[src/rtl/cplx_alu.sv]
// cplx_alu: command sequencer + complex ALU (add/sub/mul/conj-mul) over a
// 2-read/1-write complex memory.
// Ports: clk, rst (sync, active-high); start/op/src0_addr/src1_addr/dst_addr
//   command; read_address0/1 + read_data0/1 memory reads; write,
//   write_address, write_data memory write; busy, done, ovf status.
module cplx_alu #(
  parameter int W  = 8,
  parameter int AW = 5
) (
  input  logic            clk,
  input  logic            rst,
  input  logic            start,
  input  logic [1:0]      op,
  input  logic [AW-1:0]   src0_addr,
  input  logic [AW-1:0]   src1_addr,
  input  logic [AW-1:0]   dst_addr,
  output logic [AW-1:0]   read_address0,
  output logic [AW-1:0]   read_address1,
  input  logic [2*W-1:0]  read_data0,
  input  logic [2*W-1:0]  read_data1,
  output logic            write,
  output logic [AW-1:0]   write_address,
  output logic [2*W-1:0]  write_data,
  output logic            busy,
  output logic            done,
  output logic            ovf
);

  typedef enum logic [3:0] {
    S_IDLE, S_LOAD, S_EXEC,
    S_MUL0, S_MUL1, S_MUL2, S_MUL3,
    S_WRITE, S_DONE
  } state_t;

  localparam logic signed [2*W:0] SMAX = (2*W+1)'(2**(W-1) - 1);
  localparam logic signed [2*W:0] SMIN = -(2*W+1)'(2**(W-1));

  state_t state_q, state_d;

  logic [1:0]            op_q, op_d;
  logic [AW-1:0]         src0_q, src0_d;
  logic [AW-1:0]         src1_q, src1_d;
  logic [AW-1:0]         dst_q, dst_d;
  logic signed [W-1:0]   ar_q, ar_d, ai_q, ai_d;
  logic signed [W-1:0]   br_q, br_d, bi_q, bi_d;
  logic signed [2*W:0]   re_q, re_d, im_q, im_d;
  logic                  ovf_q, ovf_d;

  logic signed [W-1:0]   mul_a, mul_b;
  logic signed [2*W-1:0] prod;
  logic signed [2*W:0]   prod_x;
  logic signed [W:0]     sum_re, sum_im;
  logic [W-1:0]          re_sat, im_sat;
  logic                  re_clip, im_clip;

  // State register
  always_ff @(posedge clk) begin
    if (rst) begin
      state_q <= S_IDLE;
      op_q    <= '0;
      src0_q  <= '0;
      src1_q  <= '0;
      dst_q   <= '0;
      ar_q    <= '0;
      ai_q    <= '0;
      br_q    <= '0;
      bi_q    <= '0;
      re_q    <= '0;
      im_q    <= '0;
      ovf_q   <= 1'b0;
    end else begin
      state_q <= state_d;
      op_q    <= op_d;
      src0_q  <= src0_d;
      src1_q  <= src1_d;
      dst_q   <= dst_d;
      ar_q    <= ar_d;
      ai_q    <= ai_d;
      br_q    <= br_d;
      bi_q    <= bi_d;
      re_q    <= re_d;
      im_q    <= im_d;
      ovf_q   <= ovf_d;
    end
  end

  // Next-state logic
  always_comb begin
    state_d = state_q;
    unique case (state_q)
      S_IDLE:  if (start) state_d = S_LOAD;
      S_LOAD:  state_d = op_q[1] ? S_MUL0 : S_EXEC;
      S_EXEC:  state_d = S_WRITE;
      S_MUL0:  state_d = S_MUL1;
      S_MUL1:  state_d = S_MUL2;
      S_MUL2:  state_d = S_MUL3;
      S_MUL3:  state_d = S_WRITE;
      S_WRITE: state_d = S_DONE;
      S_DONE:  state_d = S_IDLE;
      default: state_d = S_IDLE;
    endcase
  end

  // Shared multiplier: operand pair chosen by the MULx step
  always_comb begin
    mul_a = ar_q;
    mul_b = br_q;
    unique case (state_q)
      S_MUL1:  begin mul_a = ai_q; mul_b = bi_q; end
      S_MUL2:  begin mul_a = ar_q; mul_b = bi_q; end
      S_MUL3:  begin mul_a = ai_q; mul_b = br_q; end
      default: begin mul_a = ar_q; mul_b = br_q; end
    endcase
    prod   = mul_a * mul_b;
    prod_x = {prod[2*W-1], prod};
  end

  // W+1-bit add/sub cannot wrap
  always_comb begin
    if (op_q[0]) begin
      sum_re = {ar_q[W-1], ar_q} - {br_q[W-1], br_q};
      sum_im = {ai_q[W-1], ai_q} - {bi_q[W-1], bi_q};
    end else begin
      sum_re = {ar_q[W-1], ar_q} + {br_q[W-1], br_q};
      sum_im = {ai_q[W-1], ai_q} + {bi_q[W-1], bi_q};
    end
  end

  // Clamp each accumulator to the signed W-bit range
  always_comb begin
    re_clip = 1'b1;
    im_clip = 1'b1;
    if (re_q > SMAX)      re_sat = {1'b0, {(W-1){1'b1}}};
    else if (re_q < SMIN) re_sat = {1'b1, {(W-1){1'b0}}};
    else begin
      re_sat  = re_q[W-1:0];
      re_clip = 1'b0;
    end
    if (im_q > SMAX)      im_sat = {1'b0, {(W-1){1'b1}}};
    else if (im_q < SMIN) im_sat = {1'b1, {(W-1){1'b0}}};
    else begin
      im_sat  = im_q[W-1:0];
      im_clip = 1'b0;
    end
  end

  // Datapath register updates
  always_comb begin
    op_d   = op_q;
    src0_d = src0_q;
    src1_d = src1_q;
    dst_d  = dst_q;
    ar_d   = ar_q;
    ai_d   = ai_q;
    br_d   = br_q;
    bi_d   = bi_q;
    re_d   = re_q;
    im_d   = im_q;
    ovf_d  = ovf_q;
    unique case (state_q)
      S_IDLE: begin
        if (start) begin
          op_d   = op;
          src0_d = src0_addr;
          src1_d = src1_addr;
          dst_d  = dst_addr;
          ovf_d  = 1'b0;
        end
      end
      S_LOAD: begin
        ar_d = read_data0[2*W-1:W];
        ai_d = read_data0[W-1:0];
        br_d = read_data1[2*W-1:W];
        bi_d = read_data1[W-1:0];
      end
      S_EXEC: begin
        re_d = {{W{sum_re[W]}}, sum_re};
        im_d = {{W{sum_im[W]}}, sum_im};
      end
      S_MUL0: re_d = prod_x;
      // MULC adds ai*bi and negates ar*bi
      S_MUL1: re_d = op_q[0] ? re_q + prod_x : re_q - prod_x;
      S_MUL2: im_d = op_q[0] ? -prod_x : prod_x;
      S_MUL3: im_d = im_q + prod_x;
      S_WRITE: ovf_d = re_clip | im_clip;
      default: ;
    endcase
  end

  // Outputs
  always_comb begin
    read_address0 = src0_q;
    read_address1 = src1_q;
    write_address = dst_q;
    write_data    = {re_sat, im_sat};
    write         = (state_q == S_WRITE);
    done          = (state_q == S_DONE);
    busy          = (state_q != S_IDLE);
    ovf           = ovf_q;
  end

endmodule

[config.mk]
export PLATFORM = sky130hd
export DESIGN_NAME = cplx_alu
export DESIGN_NICKNAME = d
export VERILOG_FILES = /design/src/rtl/cplx_alu.sv
export SDC_FILE = /design/constraint.sdc
export NUM_CORES = 1
export LEC_CHECK = 0
export ABC_AREA = 1
export CAP_MARGIN = 10
export CORE_MARGIN = 5
export CORE_UTILIZATION = 62
export CTS_BUF_LIST = sky130_fd_sc_hd__clkbuf_4 sky130_fd_sc_hd__clkbuf_8
export CTS_CLUSTER_SIZE = 8
export DETAILED_ROUTE_END_ITERATION = 7
export PLACE_DENSITY = 0.85
export SKIP_CTS_REPAIR_TIMING = 1
export SLEW_MARGIN = 20
export SYNTH_ARGS = -nofsm -noshare
export SYNTH_HDL_FRONTEND = slang
export SYNTH_SLANG_ARGS = --single-unit
[constraint.sdc]
create_clock -name clk -period 18.17 [get_ports clk]
set_input_delay 4.5425 -clock clk [delete_from_list [all_inputs] [get_ports clk]]
set_output_delay 4.5425 -clock clk [all_outputs]
set_load 0.02 [all_outputs]
# Word-level counts from Yosys, hierarchy flattened
# Cells that the tools add are included.
[op_classes]
bitwise_logic = 1
n_div = 0
n_mux = 21
eq_ne = 9
order_cmp = 4
shift = 0
add_sub_neg = 8
n_reduce_logical = 10
multipliers = 1
[ops]
columns = ["operator", "count"]
rows = [
  ["$pmux W17 S3", 2],
  ["$mux W8", 6],
  ["$add A17 B16 Y17", 2],
  ["$gt A17 B8 Y1 const B", 2],
  ["$lt A17 B8 Y1 const B", 2],
  ["$mux W17", 2],
  ["$pmux W4 S7", 1],
  ["$add A8 B8 Y9", 2],
  ["$mux W9", 2],
  ["$sub A8 B8 Y9", 2],
  ["$neg A16 Y17", 1],
  ["$sub A17 B16 Y17", 1],
  ["$eq A4 B3 Y1 const B", 4],
  ["$mul A8 B8 Y16", 1],
  ["$eq A4 B2 Y1 const B", 2],
  ["$mux W1", 6],
  ["$reduce_bool A3 Y1", 2],
  ["$reduce_or A2 Y1", 3],
  ["$eq A4 B1 Y1 const B", 1],
  ["$eq A4 B4 Y1 const B", 1],
  ["$logic_not A4 Y1", 1],
  ["$mux W4", 1],
  ["$reduce_and A2 Y1", 2],
  ["$reduce_bool A4 Y1", 1],
  ["other kinds (4)", 4],
]
[totals]
latch_bits = 0
rom_bits = 0
inputBits = 52
ramBits = 0
out_inout_bits = 35
memories = 0
reg_bits = 88
word_cells = 66

# Depth between registers and ports, before layout
[depth]
ltp_word = 7
depth_mapped = 42

# Least setup slack after synthesis
# No wires, ideal clock.
[synth_timing]
path_kind = "register to register"
startpoint = "reg state_q[3]"
endpoint = "reg re_q[14]"
arrival_time_ps = 6320
path_buffers = 1
synth_period_minus_slack_ps = 6376
path_stages_with_launch = 41
path_slack_ps = 11794
required_time_ps = 18114
cell_sequence = "dfxtp_1 inv_2 nand2_4 inv_2 nand2_2 clkbuf_1 o21ai_0 inv_1 nor2_1 fa_1 inv_1 fa_1 inv_1 fa_1 inv_1 fa_1 inv_1 ha_1 (+5 left out) nand2_2 nor2_1 inv_1 nor2_1 xor2_1 o21ai_0 ha_1 nand2_1 nor3_1 nand3_1 nand3_1 nand2_1 a31oi_1 nand3_1 nand3_1 nand3_1 a31o_2 inv_1"
[synth_via]
elab_chain_cells = 7
[synth_lines]
columns = ["item", "line_no", "text"]
rows = [
  ["start, declared", "38", "state_t state_q, state_d;"],
  ["start signal, assigned", "72", "state_q <= state_d;"],
  ["$eq A4 B3 Y1, on equally long branches", "108, 160", ""],
  ["$reduce_or A2 Y1 (no line)", "-", ""],
  ["$mux W8", "108", "unique case (state_q)"],
  ["$mul A8 B8 Y16", "114", "prod = mul_a * mul_b;"],
  ["$sub A17 B16 Y17 / $add A17 B16 Y17 (equally long branches)", "182", "S_MUL1: re_d = op_q[0] ? re_q + prod_x : re_q - prod_x;"],
  ["$mux W17", "182", ""],
  ["$pmux W17 S3", "160", "unique case (state_q)"],
  ["end signal, assigned", "81", "re_q <= re_d;"],
  ["end, declared", "46", "logic signed [2*W:0] re_q, re_d, im_q, im_d;"],
]
# Parallel ways exist; a longest one is shown, timed or not.
# A chain may end at the register's enable or synchronous reset.

# Worst setup path after layout
[layout_timing]
startpoint = "reg state_q[2]"
endpoint = "reg re_q[14]"
# Same word-level chain as after synthesis.

==> out/results.ini <==
[timing]
hold_violations=0
worst_slew_pin_slew_ps=1110
setup_tns_ps=0
fin_crit_sh=0.411
setup_viol=0
maxSlewViolCount=0
fin_ws_ps=10700
skew_ps=15.8
rsz0062_at_grt=false
slew_headroom=0.256
min_period_ps=7470
max_freq_mhz=134

[clocking]
clk_pin_slew_worst_paths_ps=90
cts.sinks=88
cts_buffers=9
cts_tree=built
root_buffer=clkbuf_8
insertion_delay_ps=390
h-tree-depth=3
clock_path_buffers=2

[logic_synthesis]
synthArstFlopShare=0
synthesis.nets=1632
synth_simple_gate_area_frac=0.243
seq_area_frac_synth=0.182
synth_top_cell_by_area=dfxtp_1
synth_edf_count=0
yosysWarnings=0
synth_fa_ha_area_frac=0.224
netlist.area_leader.share=0.182
synth_top_flop_cell=dfxtp_1
synth_top_family_by_area=simple AND/OR/NAND/NOR gates
avgSynthCellArea_um2=6.71
ys_types=59
synth.area.top_cells=dfxtp_1 18%, fa_1 12%, nand2_1 11%, inv_1 10%, ha_1 10%
synth-compound-area-share=0.185
synthCells=1442
synthXorXnorAreaFrac=0.0382
netlist_area_um2=9670
synth-seq-cells=88
synthMuxAreaShare=0

[worst_hold_path]
hold_depth=2
hp-class=register to register
worstHoldStart=write_address[2]$_SDFFE_PP0P_
hold_end=write_address[2]$_SDFFE_PP0P_

[floorplan]
die_width_um=135
ios=87
die_y_um=135
fp.coreArea_um2=15300
fp-row-count=45
initial_core_util=0.634
die-area_um2=18200

[detailed_routing]
drtPass1Iterations=5
drt-initial-drc-count=679
wl_um=26300
vias=9611
ant_nets=0
wl_per_cell_um=15.2
drcViolationCount=0
via_per_inst=5.58

[pwr]
p_per_area_nw_per_um2=192
peakVddDrop_mv=0.0962
clkPwrFrac=0.073
p_leak_nw=5.22
p_sw_w=0.00120
power_frac_seq=0.144
power_frac_comb=0.784
swShare=0.573
p_int_w=0.000891

[finish]
layout-drive-gt1-share=0.0556
layout.nets=1697
multiInputGateArea_um2=6680
area_growth_pct=12.5
seq_area_um2=1760
diodes=0
fillers=1311

[critical_path]
cp_slowest_cell=o21ai_0
worstPathMaxFanout=16
cpMostUsedCell=nand3_1
slowest_delay_ps=670
crit_type=register to register
endpoint_kind=register
startpoint_type=register
r2r_cells=34
required_ps=18500
regToRegStartpoint=state_q[2]$_SDFFE_PP0P_
crit_arrival_ps=7810
r2r_end=re_q[14]$_SDFFE_PP0P_
ff2ff_setup_slack_ps=10700

[run_status]
status=finished clean

[placement]
io_buffers=86
globalplace.congestion=0.994
dp_slack_ps=10820
place_hpwl_um=21000

[global_routing]
grt_max_degree=66
antenna_found_initial=0
grt-ovfl-total=0
first_global_vias=9118
grt_usage=0.287
grt_pass1_wl_um=42700

[job]
max_cap_viol_count=0

-- worst max-delay path, delay by kind of cell (launching register included) --
| kind | cells | cell delay [ps] |
|---|---|---|
| fa+ha+maj | 6 | 2820 |
| xor+xnor | 1 | 200 |
| simple gates | 17 | 2020 |
| compound gates | 4 | 1360 |
| flops | 1 | 440 |
| buf+inv | 6 | 590 |
-- routing by layer --
metal,wire (um),up-vias,global-route usage
met5,0,-,0
met4,978,0,0.120
met3,1740,69,0.0462
met2,12300,354,0.476
met1,11300,4418,0.372
li1,-,4770,-
-- final cells by class --
| class | count | area share |
|---|---|---|
| clock buffers | 10 | 0.0127 |
| clock inverters | 6 | 0.00679 |
| inverters | 280 | 0.0966 |
| multi-input cells | 1036 | 0.614 |
| flip-flops and latches | 88 | 0.162 |
| well taps | 211 | 0.0243 |
| repair buffers | 92 | 0.0833 |
-- through the flow --
stage	cell area, um^2	util	cells	hold WS [ps]	total power [W]
finish	10900	0.713	1723	468	0.00209
floorplan	9670	-	1442	430	0.00147
global placement	10700	0.699	1707	452	0.00187
detailed placement	10700	0.699	1707	455	0.00191
global route	10900	0.713	1723	487	0.00229
CTS	10900	0.713	1723	470	0.00207
-- power groups by stage --
| stage | clock (W) | sequential [W] | combinational [W] |
|---|---|---|---|
| floorplan | 0 | 0.000285 | 0.00119 |
| detailed placement | 0 | 0.000303 | 0.00160 |
| global route | 0.000160 | 0.000306 | 0.00183 |
| CTS | 0.000153 | 0.000299 | 0.00162 |
| global placement | 0 | 0.000301 | 0.00157 |
| finish | 0.000152 | 0.000301 | 0.00164 |
-- synth_stat cells (2+ instances only) --
library cell    n
a31o_2          3
nand3b_1        2
o21ai_2         2
o31ai_1         4
fa_1           59
o2111ai_1       4
nor3_2          2
nand3_1        65
xnor2_1         7
nor4_1          3
inv_1         269
a31oi_1        15
nor3_1         16
o21bai_1        5
a21o_1          4
buf_1           2
nand2_1       277
clkinv_1        2
nor2_2          6
xor2_4          2
buf_2           7
or2_2           7
a21oi_2         2
a221oi_1        3
nand2_2        12
nand4_2         2
inv_2           9
dfxtp_1        88
a41oi_1         4
nor2_1        123
xor2_1         27
o21ai_1         6
o211ai_1       11
nand4_1        12
clkbuf_1       25
nand3_2         7
ha_1           79
o22ai_1         3
a21oi_1       109
o21a_1          2
o21ai_0       136
clkbuf_8        2
-- cell usage in the layout, fill, tap and decap left out, types with 5 or more instances in the layout --
cell type and count:
xnor2_1 7, clkbuf_8 10, a21oi_1 109, nand4_1 12, o21ai_0 136, ha_1 79, nor3_1 15, o211ai_1 11
fa_1 59, nor2_2 6, inv_2 9, nand2_2 12, or2_2 7, nand2_1 277, o21ai_1 6, o21bai_1 5
nand3_2 7, nor2_1 123, a31oi_1 15, xor2_1 27, buf_4 6, dfxtp_1 87, nand3_1 65, inv_1 269
clkdlybuf4s50_1 86
-- flip-flops by register name (all words and copies together), names as in the netlist, 5 cells and up --
register / flops
br_q: 8
re_q: 17
ai_q: 8
bi_q: 8
write_address: 5
im_q: 17
ar_q: 8
read_address0: 5
read_address1: 5
-- kinds of logic (layout without fill, tap and decap cells) --
| logic type | count (synthesis) | after routing |
|---|---|---|
| xor gates and xnor gates | 37 | 37 |
| adders and majority gates | 138 | 138 |
| and+or+nand+nor | 541 | 541 |
| AOI/OAI and AO/OA | 320 | 320 |
| buffers and inverters | 318 | 388 |
| DFF | 88 | 88 |
-- worst max path at each step --
| stage | slack [ps] | cells past startpoint | start | endpoint |
|---|---|---|---|---|
| after floorplan | 11790 | 40 | state_q[3]$_SDFFE_PP0P_ | re_q[14]$_SDFFE_PP0P_ |
| after global placement | 10910 | 33 | state_q[2]$_SDFFE_PP0P_ | re_q[14]$_SDFFE_PP0P_ |
| after detailed placement | 10820 | 33 | state_q[2]$_SDFFE_PP0P_ | re_q[14]$_SDFFE_PP0P_ |
| after CTS | 10770 | 33 | state_q[2]$_SDFFE_PP0P_ | re_q[14]$_SDFFE_PP0P_ |
| after global routing | 10100 | 34 | state_q[2]$_SDFFE_PP0P_ | re_q[14]$_SDFFE_PP0P_ |
| final | 10700 | 34 | state_q[2]$_SDFFE_PP0P_ | re_q[14]$_SDFFE_PP0P_ |
Note: power is estimated with default switching activity, not from simulation.
